===== src/rtl/sun_pll_lock_pkg.sv =====
// Shared types and sizing helpers for the SUN_PLL lock controller.
// Latency: n/a (package). Backpressure: n/a.
package sun_pll_lock_pkg;

  typedef enum logic [2:0] {
    ST_OFF,
    ST_PWRUP,
    ST_MEASURE,
    ST_LOCKED,
    ST_FAIL
  } lock_state_t;

  function automatic int calc_exp(input int win, input int fb_div);
    return win / fb_div;
  endfunction

  // Room for twice the nominal count so "too fast" still reads distinctly before saturation
  function automatic int calc_fcnt_w(input int win, input int fb_div);
    return $clog2(2 * calc_exp(win, fb_div) + 1);
  endfunction

  function automatic int calc_lo(input int win, input int fb_div, input int tol);
    int lo;
    lo = calc_exp(win, fb_div) - tol;
    return (lo < 0) ? 0 : lo;
  endfunction

  function automatic int calc_hi(input int win, input int fb_div, input int tol);
    return calc_exp(win, fb_div) + tol;
  endfunction

endpackage


===== src/rtl/sun_pll_lock_fcnt.sv =====
// Synchronises FB_SLOW into CK and counts its rising edges over one measurement window.
// Latency: 3-flop sync + edge detect; win_cnt includes the rise of the current cycle.
// Backpressure: none; counter clears when disabled or at window close.
module sun_pll_lock_fcnt #(
  parameter int W = 7
) (
  input  logic         clk,
  input  logic         rst_n,
  input  logic         fb_slow,
  input  logic         cnt_en,
  input  logic         win_close,
  output logic [W-1:0] win_cnt
);

  logic         s1;
  logic         s2;
  logic         s3;
  logic         rise;
  logic [W-1:0] cnt_q;

  always_ff @(posedge clk or negedge rst_n) begin
    if (!rst_n) begin
      s1 <= 1'b0;
      s2 <= 1'b0;
      s3 <= 1'b0;
    end else begin
      s1 <= fb_slow;
      s2 <= s1;
      s3 <= s2;
    end
  end

  assign rise = s2 & ~s3;

  // Saturates so a runaway feedback clock still lands outside the tolerance band
  assign win_cnt = (rise && (cnt_q != {W{1'b1}})) ? cnt_q + 1'b1 : cnt_q;

  always_ff @(posedge clk or negedge rst_n) begin
    if (!rst_n) begin
      cnt_q <= '0;
    end else if (!cnt_en || win_close) begin
      cnt_q <= '0;
    end else begin
      cnt_q <= win_cnt;
    end
  end

endmodule


===== src/rtl/sun_pll_lock_ctrl.sv =====
// PLL start-up sequencer and lock detector; optional debug taps under SUN_PLL_LOCK_DBG_EN.
// Latency: all outputs registered, valid one CK after the deciding edge.
// Backpressure: none; EN low returns to OFF on the next cycle from any state.
module sun_pll_lock_ctrl
  import sun_pll_lock_pkg::*;
#(
  parameter int WIN      = 256,
  parameter int FB_DIV   = 8,
  parameter int TOL      = 2,
  parameter int LOCK_CNT = 4,
  parameter int STARTUP  = 64,
  parameter int TIMEOUT  = 32
) (
  input  logic CK,
  input  logic RN,
  input  logic EN,
  input  logic FB_SLOW,
  output logic PWRUP_1V8,
  output logic LOCKED,
  output logic ERR
`ifdef SUN_PLL_LOCK_DBG_EN
  ,
  output logic [calc_fcnt_w(WIN, FB_DIV)-1:0] FCNT_LAST,
  output logic [7:0]                          UNLOCK_CNT
`endif
);

  localparam int FW = calc_fcnt_w(WIN, FB_DIV);
  localparam int PW = $clog2(WIN);
  localparam int SW = $clog2(STARTUP + 1);
  localparam int GW = $clog2(LOCK_CNT + 1);
  localparam int TW = $clog2(TIMEOUT + 1);
  localparam logic [FW-1:0] CNT_LO = FW'(calc_lo(WIN, FB_DIV, TOL));
  localparam logic [FW-1:0] CNT_HI = FW'(calc_hi(WIN, FB_DIV, TOL));

  lock_state_t   state_q, state_d;
  logic [SW-1:0] dwell_q, dwell_d;
  logic [PW-1:0] pos_q, pos_d;
  logic [GW-1:0] good_q, good_d;
  logic [GW-1:0] good_inc;
  logic [TW-1:0] wins_q, wins_d;
  logic          pwrup_q, locked_q, err_q;
  logic [FW-1:0] fcnt_now;
  logic          measuring;
  logic          win_end;
  logic          win_good;

  assign measuring = (state_q == ST_MEASURE) || (state_q == ST_LOCKED);
  assign win_end   = measuring && (pos_q == PW'(WIN - 1));
  assign win_good  = (fcnt_now >= CNT_LO) && (fcnt_now <= CNT_HI);
  assign good_inc  = good_q + 1'b1;

  sun_pll_lock_fcnt #(
    .W (FW)
  ) u_fcnt (
    .clk       (CK),
    .rst_n     (RN),
    .fb_slow   (FB_SLOW),
    .cnt_en    (EN && measuring),
    .win_close (win_end),
    .win_cnt   (fcnt_now)
  );

  always_comb begin
    state_d = state_q;
    dwell_d = dwell_q;
    pos_d   = pos_q;
    good_d  = good_q;
    wins_d  = wins_q;
    if (!EN) begin
      state_d = ST_OFF;
      dwell_d = '0;
      pos_d   = '0;
      good_d  = '0;
      wins_d  = '0;
    end else begin
      case (state_q)
        ST_OFF: begin
          state_d = ST_PWRUP;
          dwell_d = '0;
        end
        ST_PWRUP: begin
          if (dwell_q == SW'(STARTUP - 1)) begin
            state_d = ST_MEASURE;
            pos_d   = '0;
          end else begin
            dwell_d = dwell_q + 1'b1;
          end
        end
        ST_MEASURE: begin
          // Timeout is judged on the registered window count, one cycle after the last close
          if (wins_q == TW'(TIMEOUT)) begin
            state_d = ST_FAIL;
          end else begin
            pos_d = pos_q + 1'b1;
            if (win_end) begin
              wins_d = wins_q + 1'b1;
              if (win_good) begin
                good_d = good_inc;
                if (good_inc == GW'(LOCK_CNT)) begin
                  state_d = ST_LOCKED;
                end
              end else begin
                good_d = '0;
              end
            end
          end
        end
        ST_LOCKED: begin
          pos_d = pos_q + 1'b1;
          if (win_end && !win_good) begin
            state_d = ST_MEASURE;
            good_d  = '0;
            wins_d  = '0;
          end
        end
        ST_FAIL: begin
          state_d = ST_FAIL;
        end
        default: begin
          state_d = ST_OFF;
        end
      endcase
    end
  end

  always_ff @(posedge CK or negedge RN) begin
    if (!RN) begin
      state_q  <= ST_OFF;
      dwell_q  <= '0;
      pos_q    <= '0;
      good_q   <= '0;
      wins_q   <= '0;
      pwrup_q  <= 1'b0;
      locked_q <= 1'b0;
      err_q    <= 1'b0;
    end else begin
      state_q  <= state_d;
      dwell_q  <= dwell_d;
      pos_q    <= pos_d;
      good_q   <= good_d;
      wins_q   <= wins_d;
      pwrup_q  <= (state_d != ST_OFF);
      locked_q <= (state_d == ST_LOCKED);
      err_q    <= (state_d == ST_FAIL);
    end
  end

  assign PWRUP_1V8 = pwrup_q;
  assign LOCKED    = locked_q;
  assign ERR       = err_q;

`ifdef SUN_PLL_LOCK_DBG_EN
  logic [FW-1:0] fcnt_last_q;
  logic [7:0]    unlock_cnt_q;

  always_ff @(posedge CK or negedge RN) begin
    if (!RN) begin
      fcnt_last_q  <= '0;
      unlock_cnt_q <= '0;
    end else begin
      if (EN && win_end) begin
        fcnt_last_q <= fcnt_now;
      end
      if (!EN) begin
        unlock_cnt_q <= '0;
      end else if ((state_q == ST_LOCKED) && (state_d == ST_MEASURE) && (unlock_cnt_q != 8'hFF)) begin
        unlock_cnt_q <= unlock_cnt_q + 1'b1;
      end
    end
  end

  assign FCNT_LAST  = fcnt_last_q;
  assign UNLOCK_CNT = unlock_cnt_q;
`endif

endmodule


===== config.mk =====
export PLATFORM = sky130hd
export DESIGN_NAME = sun_pll_lock_ctrl
export DESIGN_NICKNAME = d
export VERILOG_FILES = /design/src/rtl/sun_pll_lock_pkg.sv /design/src/rtl/sun_pll_lock_fcnt.sv /design/src/rtl/sun_pll_lock_ctrl.sv
export SDC_FILE = /design/constraint.sdc
export NUM_CORES = 1
export LEC_CHECK = 0
export ABC_AREA = 1
export CORE_ASPECT_RATIO = 0.7
export CORE_MARGIN = 1.5
export CORE_UTILIZATION = 61
export CTS_BUF_LIST = sky130_fd_sc_hd__clkbuf_16
export DETAILED_ROUTE_END_ITERATION = 10
export PLACE_DENSITY = 0.87
export REMOVE_ABC_BUFFERS = 1
export SETUP_SLACK_MARGIN = 0.1
export SYNTH_ARGS = -nofsm -noshare
export SYNTH_HDL_FRONTEND = slang
export SYNTH_SLANG_ARGS = --single-unit

===== constraint.sdc =====
create_clock -name CK -period 2.1 [get_ports CK]
set_clock_uncertainty 0.05 [all_clocks]
set_input_delay 0.42 -clock CK [delete_from_list [all_inputs] [get_ports CK]]
set_output_delay 0.42 -clock CK [all_outputs]
set_load 0.02 [all_outputs]

=== After elaboration in Yosys (flattened, before gate mapping) ===
Cells that the tools add are included.

* Register bits: 40
* Input bits: 4
* Output and inout port bits: 3

* Add/subtract/negate cells: 5
* Magnitude comparators: 2
* Eq/ne operators: 19
* Muxes and demuxes: 28
* Bitwise logic cells: 2
* Reductions and logical operators: 14

{| class="wikitable"
|+ Operator list
! kind !! number
|-
| 2-to-1 mux 3 bit || 12
|-
| 2-to-1 mux 7 bit || 4
|-
| 2-to-1 mux 6 bit || 4
|-
| 2-to-1 mux 8 bit || 3
|-
| one-hot mux 8 bit (3 select lines) || 1
|-
| one-hot mux 3 bit (5 select lines) || 1
|-
| adder 7 x 1 -> 7 bit, second input constant || 2
|-
| one-hot mux 7 bit (2 select lines) || 1
|-
| one-hot mux 6 bit (2 select lines) || 1
|-
| equality test 3 x 2 -> 1 bit, second input constant || 3
|-
| equality test 3 bit, second input constant || 3
|-
| inequality test 3 bit, second input constant || 3
|-
| adder 8 x 1 -> 8 bit, second input constant || 1
|-
| equality test 8 bit, second input constant || 1
|-
| equality test 7 x 6 -> 1 bit, second input constant || 1
|-
| >= comparator 7 x 5 -> 1 bit, second input constant || 1
|-
| <= comparator 7 x 6 -> 1 bit, second input constant || 1
|-
| inequality test 7 bit, second input constant || 1
|-
| adder 6 x 1 -> 6 bit, second input constant || 1
|-
| equality test 6 bit, second input constant || 1
|-
| inequality test 3 x 1 -> 1 bit, second input constant || 2
|-
| inequality test 3 x 2 -> 1 bit, second input constant || 2
|-
| one-hot mux 3 bit (2 select lines) || 1
|-
| logical AND 1 bit || 5
|-
| 12 further kinds || 14
|}

=== Longest topological paths before layout ===
Gate-level depths: netlist of run 1.

* Word-level depth: 12
* Gate-level depth with buffers: 16
* Gate-level depth less buffers: 16

=== Modules after synthesis ===
A second synthesis of run 1 with hierarchy kept.

* Cell total of the unflattened synthesis: 318
* Area total of the unflattened synthesis: 2419.8 µm²

{| class="wikitable"
|+ By module, submodules not included
! module !! instances !! cells an instance !! area an instance (µm²) !! seq. area each (µm²)
|-
| sun_pll_lock_ctrl || 1 || 250 || 1884.3 || 750.7
|-
| sun_pll_lock_fcnt || 1 || 68 || 535.5 || 250.2
|}

=== Least setup slack after synthesis of run 1 ===
No wires, ideal clock.

* Path type: reg2reg
* Start point: register u_fcnt.cnt_q[0]
* End point: register good_q[0]
* Library setup time: 0.117 ns
* Arrival time: 1.739 ns
* Required time: 1.933 ns
* Slack: 0.193 ns
* Cell stages (with the launch flop): 15
* Period minus slack after synthesis: 1.907 ns
* Cells stage by stage: dfrtp_1 -> ha_1 -> nand2_1 -> nor2_4 -> nand2_4 -> nand2_4 -> nor2_2 -> xnor2_2 -> nand2_1 -> nand3_2 -> nand2_2 -> nand2_4 -> nand2_8 -> nand2_2 -> nand2_1

* Longest elaborated chain between the ends: 10
* Elaborated cells on any way between the ends: 16
* Those cells by class: 1 x add/sub; 2 x order compare; 2 x eq/ne; 6 x mux; 5 x reduce/logical

{| class="wikitable"
|+ RTL lines
! item !! RTL line !! RTL
|-
| start, declared || sun_pll_lock_fcnt.sv:19 || <nowiki>logic [W-1:0] cnt_q;</nowiki>
|-
| start signal, assigned || sun_pll_lock_fcnt.sv:44 || <nowiki>cnt_q <= win_cnt;</nowiki>
|-
| branches (longest 2 deep; another with adder 7 x 1 -> 7 bit) || n/a ||
|-
| 2-to-1 mux 7 bit * || sun_pll_lock_fcnt.sv:36 || <nowiki>assign win_cnt = (rise && (cnt_q != {W{1'b1}})) ? cnt_q + 1'b1 : cnt_q;</nowiki>
|-
| >= comparator 7 x 5 -> 1 bit / <= comparator 7 x 6 -> 1 bit (equally long branches) || sun_pll_lock_ctrl.sv:50 || <nowiki>assign win_good = (fcnt_now >= CNT_LO) && (fcnt_now <= CNT_HI);</nowiki>
|-
| logical AND 1 bit * || sun_pll_lock_ctrl.sv:50 ||
|-
| 2-to-1 mux 3 bit || sun_pll_lock_ctrl.sv:98 || <nowiki>if (win_good) begin</nowiki>
|-
| 2-to-1 mux 3 bit || sun_pll_lock_ctrl.sv:96 || <nowiki>if (win_end) begin</nowiki>
|-
| 2-to-1 mux 3 bit || sun_pll_lock_ctrl.sv:92 || <nowiki>if (wins_q == TW'(TIMEOUT)) begin</nowiki>
|-
| one-hot mux 3 bit (2 select lines) || sun_pll_lock_ctrl.sv:77 || <nowiki>case (state_q)</nowiki>
|-
| 2-to-1 mux 3 bit || sun_pll_lock_ctrl.sv:70 || <nowiki>if (!EN) begin</nowiki>
|-
| end signal, assigned || sun_pll_lock_ctrl.sv:141 || <nowiki>good_q <= good_d;</nowiki>
|-
| end, declared || sun_pll_lock_ctrl.sv:39 || <nowiki>logic [GW-1:0] good_q, good_d;</nowiki>
|}

Every way passes the cells marked *. The select of a mux whose other input is x is not followed.
A chain may end at the register's enable or synchronous reset.

=== Worst setup path after layout of run 1 ===
* Start point: register u_fcnt.cnt_q[0]
* End point: register wins_q[5]

* Longest elaborated chain between the ends: 9
* Elaborated cells on any way between the ends: 11
* Those cells by class: 1 x add/sub; 2 x order compare; 2 x eq/ne; 1 x mux; 5 x reduce/logical

{| class="wikitable"
|+ RTL lines
! item !! RTL line !! RTL
|-
| branches (longest 2 deep; another with adder 7 x 1 -> 7 bit) || n/a ||
|-
| 2-to-1 mux 7 bit * || sun_pll_lock_fcnt.sv:36 ||
|-
| >= comparator 7 x 5 -> 1 bit / <= comparator 7 x 6 -> 1 bit (equally long branches) || sun_pll_lock_ctrl.sv:50 ||
|-
| logical AND 1 bit * || sun_pll_lock_ctrl.sv:50 ||
|-
| logical NOT 1 bit * || sun_pll_lock_ctrl.sv:111 || <nowiki>if (win_end && !win_good) begin</nowiki>
|-
| logical AND 1 bit * || sun_pll_lock_ctrl.sv:111 ||
|-
| inequality test 3 x 2 -> 1 bit (no line) * || n/a ||
|-
| AND reduction 4 bit (no line) * || n/a ||
|-
| end signal, assigned || sun_pll_lock_ctrl.sv:142 || <nowiki>wins_q <= wins_d;</nowiki>
|-
| end, declared || sun_pll_lock_ctrl.sv:41 || <nowiki>logic [TW-1:0] wins_q, wins_d;</nowiki>
|}

Every way passes the cells marked *.

==> reports/qor.yml, run 1 <==
sta:
  hold_viol: 0
  fmax_mhz: 487.2
  rsz0062_at_grt: "true"
  setup_viol: 0
  tightest_slew_ps: 505.6
  hold_ws_ps: 131.6
  min_period_ps: 2052
  final_max_slew_viol_count: 0
  slew_headroom_pct: 66.29
  finalCritPeriodShare_pct: 97.74
worst_setup_path:
  crit_path_max_fanout: 6
  critPathArrivalTime_ps: 2220
  cp.required_ps: 2270
  setup.worst_path.class: "reg2reg"
  end_kind: "flop"
  start_kind: "flop"
logic_synthesis:
  yosys_warnings: 0
  synth.avg_cell_area_um2: 7.738
  synth.area.top_cells: "dfrtp_1 (44%), nand2_1 (9.9%), nand3_1 (6.6%)"
  synth_top_cell_by_area: "dfrtp_1"
  synth_top_area_share_pct: 44.15
  synth_area_mm2: 0.002267
  ys_ff_latch: 40
  ys_seq_area_share_pct: 44.15
  netlist_instances: 293
  synth.distinct_cells: 30
floorplanning:
  die-area_mm2: 0.004097
  initial_core_util_pct: 64.12
  ios: 7
  die_h_um: 54.01
  rows: 18
  dieWidth_um: 75.87
  core_region_area_mm2: 0.003536
place:
  place_area_mm2: 0.002469
  place_congestion: 0.8762
  port_buffers: 6
  dpl.hpwl_um: 3233
  dp.cells: 358
cts:
  root_buffer: "clkbuf_16"
  clk_latency_ps: 290
  cts.sinks: 40
  clkTransAtPathRegs_ps: 60
  tritoncts: "built"
  htree_levels: 2
  cts_made_buffers: 5
  post_cts_hold_buffer_count: 0
  clock_path_buffers: 2
global_routing:
  gr-usage-all-layers_pct: 26.79
  grt_overflow: 0
  grt_max_degree: 41
  antenna_found_initial: 0
  first_global_vias: 1776
  grt_pass1_wl_um: 8004
routing:
  ant_nets: 0
  vias_per_cell: 5.548
  drt_wl_total_um: 5031
  drt_pre_antenna_iters: 6
  wl_per_cell_um: 13.52
  post-route-drc-count: 0
  via_count: 2064
  drt-initial-drc-count: 162
power_and_ir_drop:
  p_per_area_mw_per_mm2: 675.9
  p_leak_nw: 1.284
  swShare_pct: 23.36
  internal_power_mw: 1.421
  peakVddDrop_uv: 722.8
  power.total_mw: 1.855
  clkPwrFrac_pct: 46.0
  p_seq_share_pct: 44.3
  pwr-share-comb_pct: 9.7
  p_sw_mw: 0.4332
cells_and_area:
  final_common_cell: "nand2_1"
  antenna_cells: 0
  fin_area_mm2: 0.002744
  area_delta_synth_final_pct: 21.03
  nets: 332
  instances_no_fill: 372
  layout-drive-gt1-share_pct: 18.32
  final_cell_mix: "nand2_1 (55), dfrtp_1 (40), nor2_1 (40)"
status:
  status: "finished clean"
worst_hold_path:
  hold_class: "in2async"
job:
  cap_violations: 0
==> metal layers <==
metal / part of all wire [%] / global-route usage (%) / vias to the layer above
met4: 1.9 / 6.845 / 0
met5: 0 / 0 / -
met1: 45 / 36.17 / 958
li1: - / - / 1010
met3: 6.6 / 7.491 / 15
met2: 47 / 42.90 / 81
==> cells by family after synthesis <==
group | after synthesis | synth area share [%]
buffers and inverters | 41 | 6.788
AOI/OAI and AO/OA | 34 | 8.279
DFF | 40 | 44.15
adders and majority gates | 7 | 3.863
and+or+nand+nor | 165 | 34.27
xor gates and xnor gates | 6 | 2.649
==> power groups by stage <==
stage | Combinational, mW | Clock [mW] | Sequential [mW]
after global routing | 0.201 | 0.890 | 0.827
after global placement | 0.158 | 0 | 0.834
after detailed placement | 0.166 | 0 | 0.835
after CTS | 0.173 | 0.871 | 0.821
final | 0.179 | 0.853 | 0.822
after floorplan | 0.0986 | 0 | 0.831
==> cells in the mapped netlist (all sizes together) <==
library cell,number
a22oi,1
nand4,3
nand3b,1
xor2,1
a211oi,1
o211ai,1
inv,40
nor2,44
o31ai,2
o21ai,9
nand3,31
a21oi,19
ha,7
nor3b,2
clkbuf,1
nor4,2
xnor2,5
nand2,75
nor3,7
dfrtp,40
a31oi,1
==> stage by stage <==
stage | setup TNS [ps] | util, % | worst slack, ps
2_1_floorplan | 0 | - | 193.5
3_3_place_gp | 0 | 69.82 | 23.16
3_5_place_dp | -96.89 | 69.82 | -22.10
4_1_cts | 0 | 76.33 | 110.2
5_1_grt | -969.2 | 77.60 | -107.1
6_report | 0 | 77.60 | 47.54
==> cell type report <==
cell class | count | area (um2)
Clock buffer | 5 | 125.1
Clock inverter | 3 | 42.54
Fill cell | 243 | 792.0
Inverter | 40 | 150.1
Multi-Input combinational cell | 215 | 1197
Sequential cell | 40 | 1001
Tap cell | 50 | 62.56
Timing Repair Buffer | 19 | 165.2
==> sequential cells by signal (all words and copies together), names as in the netlist <==
| register | count |
|---|---|
| ERR | 1 |
| u_fcnt.s1 | 1 |
| state_q | 3 |
| good_q | 3 |
| pos_q | 8 |
| dwell_q | 7 |
| PWRUP_1V8 | 1 |
| wins_q | 6 |
| u_fcnt.s3 | 1 |
| LOCKED | 1 |
| u_fcnt.cnt_q | 7 |
| u_fcnt.s2 | 1 |
==> worst max-delay path: stages (launching register included) <==
cell and delay, ps:
dfrtp_1 350, ha_2 190, nand2_2 80, nor2_4 180
nand2_2 110, nand3b_1 100, nand2_1 80, nor2_1 110
nand2_1 80, nand2_1 80, nand3_2 130, nand2_4 110
nand2_4 100, nand2_8 130, nand2_2 50, nand2_1 50
==> repair_timing <==
action                                  CTS  global route
pin swaps                                 2             1
gates cloned                              3             0
hold endpoints to repair                  0             0
gates resized for setup                   5             9
endpoints found under the setup margin   11            24
buffers inserted                          2             1
==> path summary, 6_finish.rpt <==
| kind | depth (start not counted) | slack [ps] | startpoint | end |
|---|---|---|---|---|
| hold / removal | 2 | 130 | RN | pos_q[4] |
| min in group CK | 0 | 300 | u_fcnt.s1 | u_fcnt.s2 |
| setup / recovery | 15 | 50 | u_fcnt.cnt_q[0] | wins_q[5] |
| hold reg to reg | 0 | 300 | u_fcnt.s1 | u_fcnt.s2 |
| max in group asynchronous | 2 | 1500 | RN | dwell_q[4] |
| setup reg to reg | 15 | 50 | u_fcnt.cnt_q[0] | wins_q[5] |
Power figures use the tool's default switching activity.
==> run 2, diff against run 1 <==
MAX_ROUTING_LAYER = met4   (was not set)
==> run 2 against run 1 <==
  * The flow now finishes with violations (setup timing)
  * Utilization grew 3.0 points
  * Clock power is 18% lower
  * Highest routed layer unchanged
  * Hold slack worse by 79 ps
  * Clock-buffer cell count unchanged
  * Largest cell class unchanged
  * Wire length is 6.8% higher
  * Sequential share of layout area down 1.3 points
  * Via count decreased by 0.68%
  * Combinational power about the same
  * Maximum frequency down 2.3%
  * Cell count increased by 0.27%
  * Global-route usage increased by 2.4 points
  * Critical endpoint is now wins_q[1]
==> reports/qor.yml, run 2 (synthesis gave the netlist of run 1 again) <==
worst_setup_path:
  cp.required_ps: 2220  # -50 ps
  worstReg2RegStart: "u_fcnt.cnt_q[1]"
  cpMostUsedCell: "nand2_2"
  crit_path_end: "wins_q[1]"
  path_depth: 15  # unchanged
  path_buf_inv: 1  # +1
  r2r_cells: 15  # unchanged
  end_kind: "flop"
  ff2ff_setup_slack_ps: -1  # -50 ps
  critPathArrivalTime_ps: 2220  # about the same
  crit_path_max_fanout: 6  # unchanged
  cpPeakStageDelay_ps: 370  # +20 ps
  cp_slowest_cell: "dfrtp_1"
  critPathTopFamily: "simple AND/OR/NAND/NOR gates"
  r2r_end: "wins_q[1]"
  setup.worst_path.class: "reg2reg"
  cp-startpoint: "u_fcnt.cnt_q[1]"
  start_kind: "flop"
  crit_chain: "ha_2 -> nand2_2 -> nor2_4 -> buf_6 -> nand3_2 -> nand2_2 -> nand2_4 -> nor2_4 -> nand2_2 -> nand2_2 -> nand3_4 -> nand2_4 -> nand2_8 -> nand3_1 -> nand2_1"
sta:
  hold_ws_ps: 52.64  # -78.92 ps
  min_period_ps: 2101  # +48.75 ps
  fmax_mhz: 475.9  # -2.3%
  tns_ps: -1.210  # -1.210 ps
  setup_viol: 1  # +1
  setup_ws_ps: -1.210  # -48.75 ps
  finalCritPeriodShare_pct: 100.1  # +2.3 points
  final_max_slew_viol_count: 0  # unchanged
  rsz0062_at_grt: "true"
  tightest_slew_ps: 562.8  # +57.12 ps
  hold_viol: 0  # unchanged
  slew_headroom_pct: 62.34  # -3.9 points
power_and_ir_drop:
  power.total_mw: 1.698  # -8.5%
  p_per_area_mw_per_mm2: 595.9  # -12%
  p_leak_nw: 1.327  # +3.4%
  peakVddDrop_uv: 678.1  # -6.2%
cts:
  cts.sinks: 40  # unchanged
  tritoncts: "built"
  cts_made_buffers: 5  # unchanged
  htree_levels: 2  # unchanged
  root_buffer: "clkbuf_16"
  clk_latency_ps: 280  # about the same
  clock_path_buffers: 2  # unchanged
  clkTransAtPathRegs_ps: 60  # about the same
routing:
  post-route-drc-count: 0  # unchanged
  vias_per_cell: 5.496  # -0.94%
  drt-initial-drc-count: 155  # -4.3%
  drt_wl_total_um: 5374  # +6.8%
  drt_pre_antenna_iters: 4  # -2
  ant_nets: 0  # unchanged
  via_count: 2050  # -0.68%
  wl_per_cell_um: 14.41  # +6.5%
cells_and_area:
  multi_input_area_mm2: 0.001309  # +9.3%
  area_delta_synth_final_pct: 25.66
  largest_reg_flops: 8  # unchanged
  final_common_cell: "nand2_1"
  nets: 333  # +0.30%
  fin_area_mm2: 0.002849  # +3.8%
  final_cell_mix: "nand2_1 (50), inv_1 (40), dfrtp_1 (39)"
  instances_no_fill: 373  # +0.27%
  final_core_util_pct: 80.57  # +3.0 points
  reg_top3: "pos_q x8, dwell_q x7, u_fcnt.cnt_q x7"
  regArea_mm2: 0.001002  # +0.12%
  top_register: "pos_q"
  fillCellCount: 212  # -13%
  layout-drive-gt1-share_pct: 22.91  # +4.6 points
  antenna_cells: 0  # unchanged
status:
  status: "finished with violations"
  violations: "setup timing"
place:
  dp_worst_setup_slack_ps: -9.235  # +12.87 ps
  dp.cells: 357  # -0.28%
  place_congestion: 0.8372  # -4.5%
  place_area_mm2: 0.002474  # +0.20%
  dpl.hpwl_um: 3348  # +3.5%
  port_buffers: 6  # unchanged
job:
  cap_violations: 0  # unchanged
floorplanning:
  rows: 18  # unchanged
  core_region_area_mm2: 0.003536  # unchanged
  die_h_um: 54.01  # unchanged
  die-area_mm2: 0.004097  # unchanged
  initial_core_util_pct: 64.12  # unchanged
  ios: 7  # unchanged
  dieWidth_um: 75.87  # unchanged
global_routing:
  antenna_found_initial: 0  # unchanged
  grt_max_degree: 41  # unchanged
  grt_pass1_wl_um: 8459  # +5.7%
  first_global_vias: 1903  # +7.2%
  gr-usage-all-layers_pct: 29.23  # +2.4 points
  grt_overflow: 0  # unchanged
worst_hold_path:
  hold_class: "in2async"
[run 2: what timing repair did]
item	CTS	global route
pin swaps	8	12
gates cloned	3	0
buffers inserted	4	1
hold buffers	0	0
endpoints found under the hold margin	0	0
resized for setup	16	24
endpoints found under the setup margin	11	24
[run 2: how the worst min path moves through the flow]
stage	from	endpoint	slack (ps)	cells after the start
final	RN	pos_q[3]	50	2
after global routing	RN	pos_q[3]	70	2
after CTS	RN	u_fcnt.cnt_q[3]	60	2
after detailed placement	u_fcnt.s2	u_fcnt.s3	310	0
after global placement	u_fcnt.s1	u_fcnt.s2	310	0
after floorplan	RN	ERR	70	0
[run 2: routing by layer]
metal | global-route usage (%) | part of all wire (%) | routed length [um] | vias to the layer above
met2 | 46.38 | 49 | 2623 | 73
li1 | - | - | - | 1007
met5 | - | 0 | 0 | -
met3 | 7.303 | 5.2 | 281 | 15
met4 | 9.226 | 1.8 | 99 | 0
met1 | 37.18 | 44 | 2370 | 955
[run 2: final cells by class]
cell class                 count  share of cell area (%)
multi-input combinational    215                   45.94
sequential                    40                   35.18
timing repair buffer          20                   6.632
inverter                      40                   5.270
clock buffer                   5                   4.392
tap                           50                   2.196
clock inverter                 3                  0.3953
[run 2: power breakdown]
part / switching, mW / internal [mW]
clock network: 0.271 / 0.426
registers: 0.0224 / 0.799
logic: 0.112 / 0.0655
total: 0.406 / 1.29
==> run 3, diff against run 2 <==
ABC_AREA = not set   (was 1)
==> run 3 against run 2 <==
  * The run still ends with setup timing left
  * Register-to-register slack worse by 410 ps
  * Design area is 8.2% higher
  * Combinational power decreased by 46%
  * Synthesized cell count shrank 18%
  * Clock power rose by 23%
  * Setup slack worse by 410 ps
  * Hold slack improved by 95 ps
  * Critical path type unchanged
  * Largest power group is now the clock network
==> reports/qor.yml, run 3 <==
status:
  status: "finished with violations"
  violations: "setup timing"
routing:
  wl_per_cell_um: 22.01  # +53%
  drt_wl_total_um: 7856  # +46%
  ant_nets: 0  # unchanged
  via_count: 2436  # +19%
  post-route-drc-count: 0  # unchanged
  drt_pre_antenna_iters: 5  # +1
  drt-initial-drc-count: 404  # +160%
  vias_per_cell: 6.824  # +24%
logic_synthesis:
  ys_seq_area_share_pct: 44.89  # +0.74 points
  async_flop_share_pct: 100.0  # unchanged
  netlist_instances: 241  # -18%
  synth.most_common_cell: "dfrtp_1"
  synth_top_cell_by_area: "dfrtp_1"
  synth_top_family_by_area: "simple AND/OR/NAND/NOR gates"
  synth_area_mm2: 0.002230  # -1.7%
  synthMuxAreaShare_pct: 0.8979  # +0.90 points
  synth_top_area_share_pct: 44.89  # +0.74 points
  synth-compound-area-share_pct: 18.97  # +11 points
  yosys_warnings: 0  # unchanged
  synth.avg_cell_area_um2: 9.252  # +20%
  synth.distinct_cells: 49  # +63%
  synthAdderAreaFrac_pct: 3.928  # +0.065 points
  synth-simple-area-share_pct: 25.42  # -8.9 points
  ys_ff_latch: 40  # unchanged
  synth.area.top_cells: "dfrtp_1 (45%), o21ai_0 (4.9%), nand2_1 (4.5%)"
  synth_xor_area_share_pct: 2.357  # -0.29 points
  synth-edff-count: 0  # unchanged
  netlist_top_cells_count: "dfrtp_1 (40), nand2_1 (27), o21ai_0 (22), nor2_1 (21), nand3_1 (19)"
  synth_flop_cell: "dfrtp_1"
place:
  dpl.hpwl_um: 3891  # +16%
  place_congestion: 0.8942  # +6.8%
  place_area_mm2: 0.002630  # +6.3%
  dp_worst_setup_slack_ps: -441.8  # -432.5 ps
  dp.cells: 333  # -6.7%
  port_buffers: 6  # unchanged
power_and_ir_drop:
  internal_power_mw: 1.367  # +5.9%
  p_leak_nw: 1.383  # +4.2%
  clkPwrFrac_pct: 49.4  # +8.3 points
  pwr-share-comb_pct: 5.5  # -5.0 points
  p_per_area_mw_per_mm2: 564.5  # -5.3%
  peakVddDrop_uv: 611.6  # -9.8%
  p_sw_mw: 0.3730  # -8.2%
  power.total_mw: 1.740  # +2.5%
  swShare_pct: 21.43  # -2.5 points
  p_seq_share_pct: 45.1  # -3.3 points
sta:
  tns_ps: -3891  # -3890 ps
  setup_ws_ps: -409.6  # -408.4 ps
  tightest_slew_ps: 644.2  # +81.45 ps
  hold_ws_ps: 147.3  # +94.63 ps
  hold_viol: 0  # unchanged
  rsz0062_at_grt: "true"
  finalCritPeriodShare_pct: 119.5  # +19 points
  setup_viol: 11  # +10
  min_period_ps: 2510  # +408.4 ps
  final_max_slew_viol_count: 0  # unchanged
  fmax_mhz: 398.5  # -16%
  slew_headroom_pct: 56.66  # -5.7 points
floorplanning:
  core_region_area_mm2: 0.003513  # -0.64%
  die-area_mm2: 0.004032  # -1.6%
  ios: 7  # unchanged
  dieWidth_um: 75.26  # -0.80%
  initial_core_util_pct: 63.46  # -0.66 points
  rows: 18  # unchanged
  die_h_um: 53.58  # -0.79%
global_routing:
  antenna_found_initial: 0  # unchanged
  gr-usage-all-layers_pct: 36.62  # +7.4 points
  first_global_vias: 2200  # +16%
  grt_overflow: 0  # unchanged
  grt_pass1_wl_um: 10250  # +21%
  grt_max_degree: 41  # unchanged
cts:
  tritoncts: "built"
  clkTransAtPathRegs_ps: 60  # about the same
  clock_path_buffers: 2  # unchanged
  htree_levels: 2  # unchanged
  post_cts_hold_buffer_count: 0  # unchanged
  root_buffer: "clkbuf_16"
  cts_made_buffers: 5  # unchanged
  clk_latency_ps: 290  # about the same
  cts.sinks: 40  # unchanged
worst_setup_path:
  end_kind: "flop"
  setup.worst_path.class: "reg2reg"
  path_buf_inv: 0  # -1
  cp.required_ps: 2230  # about the same
  critPathArrivalTime_ps: 2640  # +420 ps
  start_kind: "flop"
  cp_slowest_cell: "a221o_2"
  r2r_cells: 8  # -7
  path_depth: 8  # -7
  cpPeakStageDelay_ps: 440  # +70 ps
  critPathTopFamily: "compound AO/OA/AOI/OAI gates"
  crit_chain: "ha_2 -> and2_4 -> a311o_1 -> or3_4 -> a221o_2 -> nand4_1 -> nand2_2 -> o2bb2ai_1"
  crit_path_max_fanout: 3  # -3
cells_and_area:
  largest_reg_flops: 8  # unchanged
  area_delta_synth_final_pct: 38.27
  antenna_cells: 0  # unchanged
  fin_area_mm2: 0.003083  # +8.2%
  top_register: "pos_q"
  reg_top3: "pos_q x8, dwell_q x7, u_fcnt.cnt_q x7"
  final_core_util_pct: 87.75  # +7.2 points
  instances_no_fill: 357  # -4.3%
  layout-drive-gt1-share_pct: 35.18  # +12 points
  final_common_cell: "buf_4"
  nets: 317  # -4.8%
  final_cell_mix: "buf_4 (54), dfrtp_1 (40), nand2_1 (22)"
job:
  cap_violations: 0  # unchanged
worst_hold_path:
  hold_class: "in2async"
## run 3: changes by cell type in the layout (fill, tap and decap cells not counted), sizes merged, moves of 4 or more
cell,before,now
and2,0,4
o31ai,2,7
nand2,78,27
buf,15,59
inv,42,9
o21ai,9,24
a21oi,19,6
nand3,31,19
nor2b,0,6
and3,0,5
nor2,44,21
## run 3: cells by family (layout without fill, tap and decap cells)
kind of cell	count (synthesis)	after routing
AO/OA/AOI/OAI	59	59
XOR/XNOR	6	6
adder cells (fa/ha/maj)	7	7
buffers and inverters	15	81
flip-flops	40	40
multiplexers	2	2
AND/OR/NAND/NOR	112	112
## run 3: worst paths after layout
kind | start | end | slack, ps
max reg2reg | u_fcnt.cnt_q[1] | wins_q[0] | -410
max in group asynchronous | RN | u_fcnt.s1 | 1480
min reg2reg | u_fcnt.s1 | u_fcnt.s2 | 300
max | u_fcnt.cnt_q[1] | wins_q[0] | -410
min | RN | pos_q[6] | 150
min in group CK | u_fcnt.s1 | u_fcnt.s2 | 300
## run 3: cell type report
type | instances | area (um2)
flip-flops and latches | 40 | 1001
inverters | 9 | 33.78
well taps | 50 | 62.56
fillers | 160 | 430.4
multi-input cells | 186 | 1309
clock buffers | 5 | 125.1
repair buffers | 64 | 514.2
clock inverters | 3 | 37.54
## run 3: routing by layer
layer / wire length [um] / global-route usage (%) / part of all wire (%) / vias up
li1: - / - / - / 1011
met1: 2796 / 44.54 / 36 / 1151
met2: 3717 / 54.72 / 47 / 222
met3: 916 / 10.11 / 12 / 52
met4: 426 / 22.62 / 5.4 / 0
met5: 0 / - / 0 / -
## run 3: power by group through the flow
stage	Combinational [mW]	Clock (mW)	Sequential (mW)
after floorplan	0.0257	0	0.798
after global placement	0.0742	0	0.796
after detailed placement	0.0763	0	0.796
after CTS	0.0837	0.853	0.782
after global routing	0.103	0.892	0.785
final	0.0961	0.860	0.785
## run 3: timing repair
item,in CTS,in global routing
buffers inserted,10,6
pin swaps,16,11
gates resized for setup,23,28
gates cloned,0,0
setup endpoints to repair,23,25
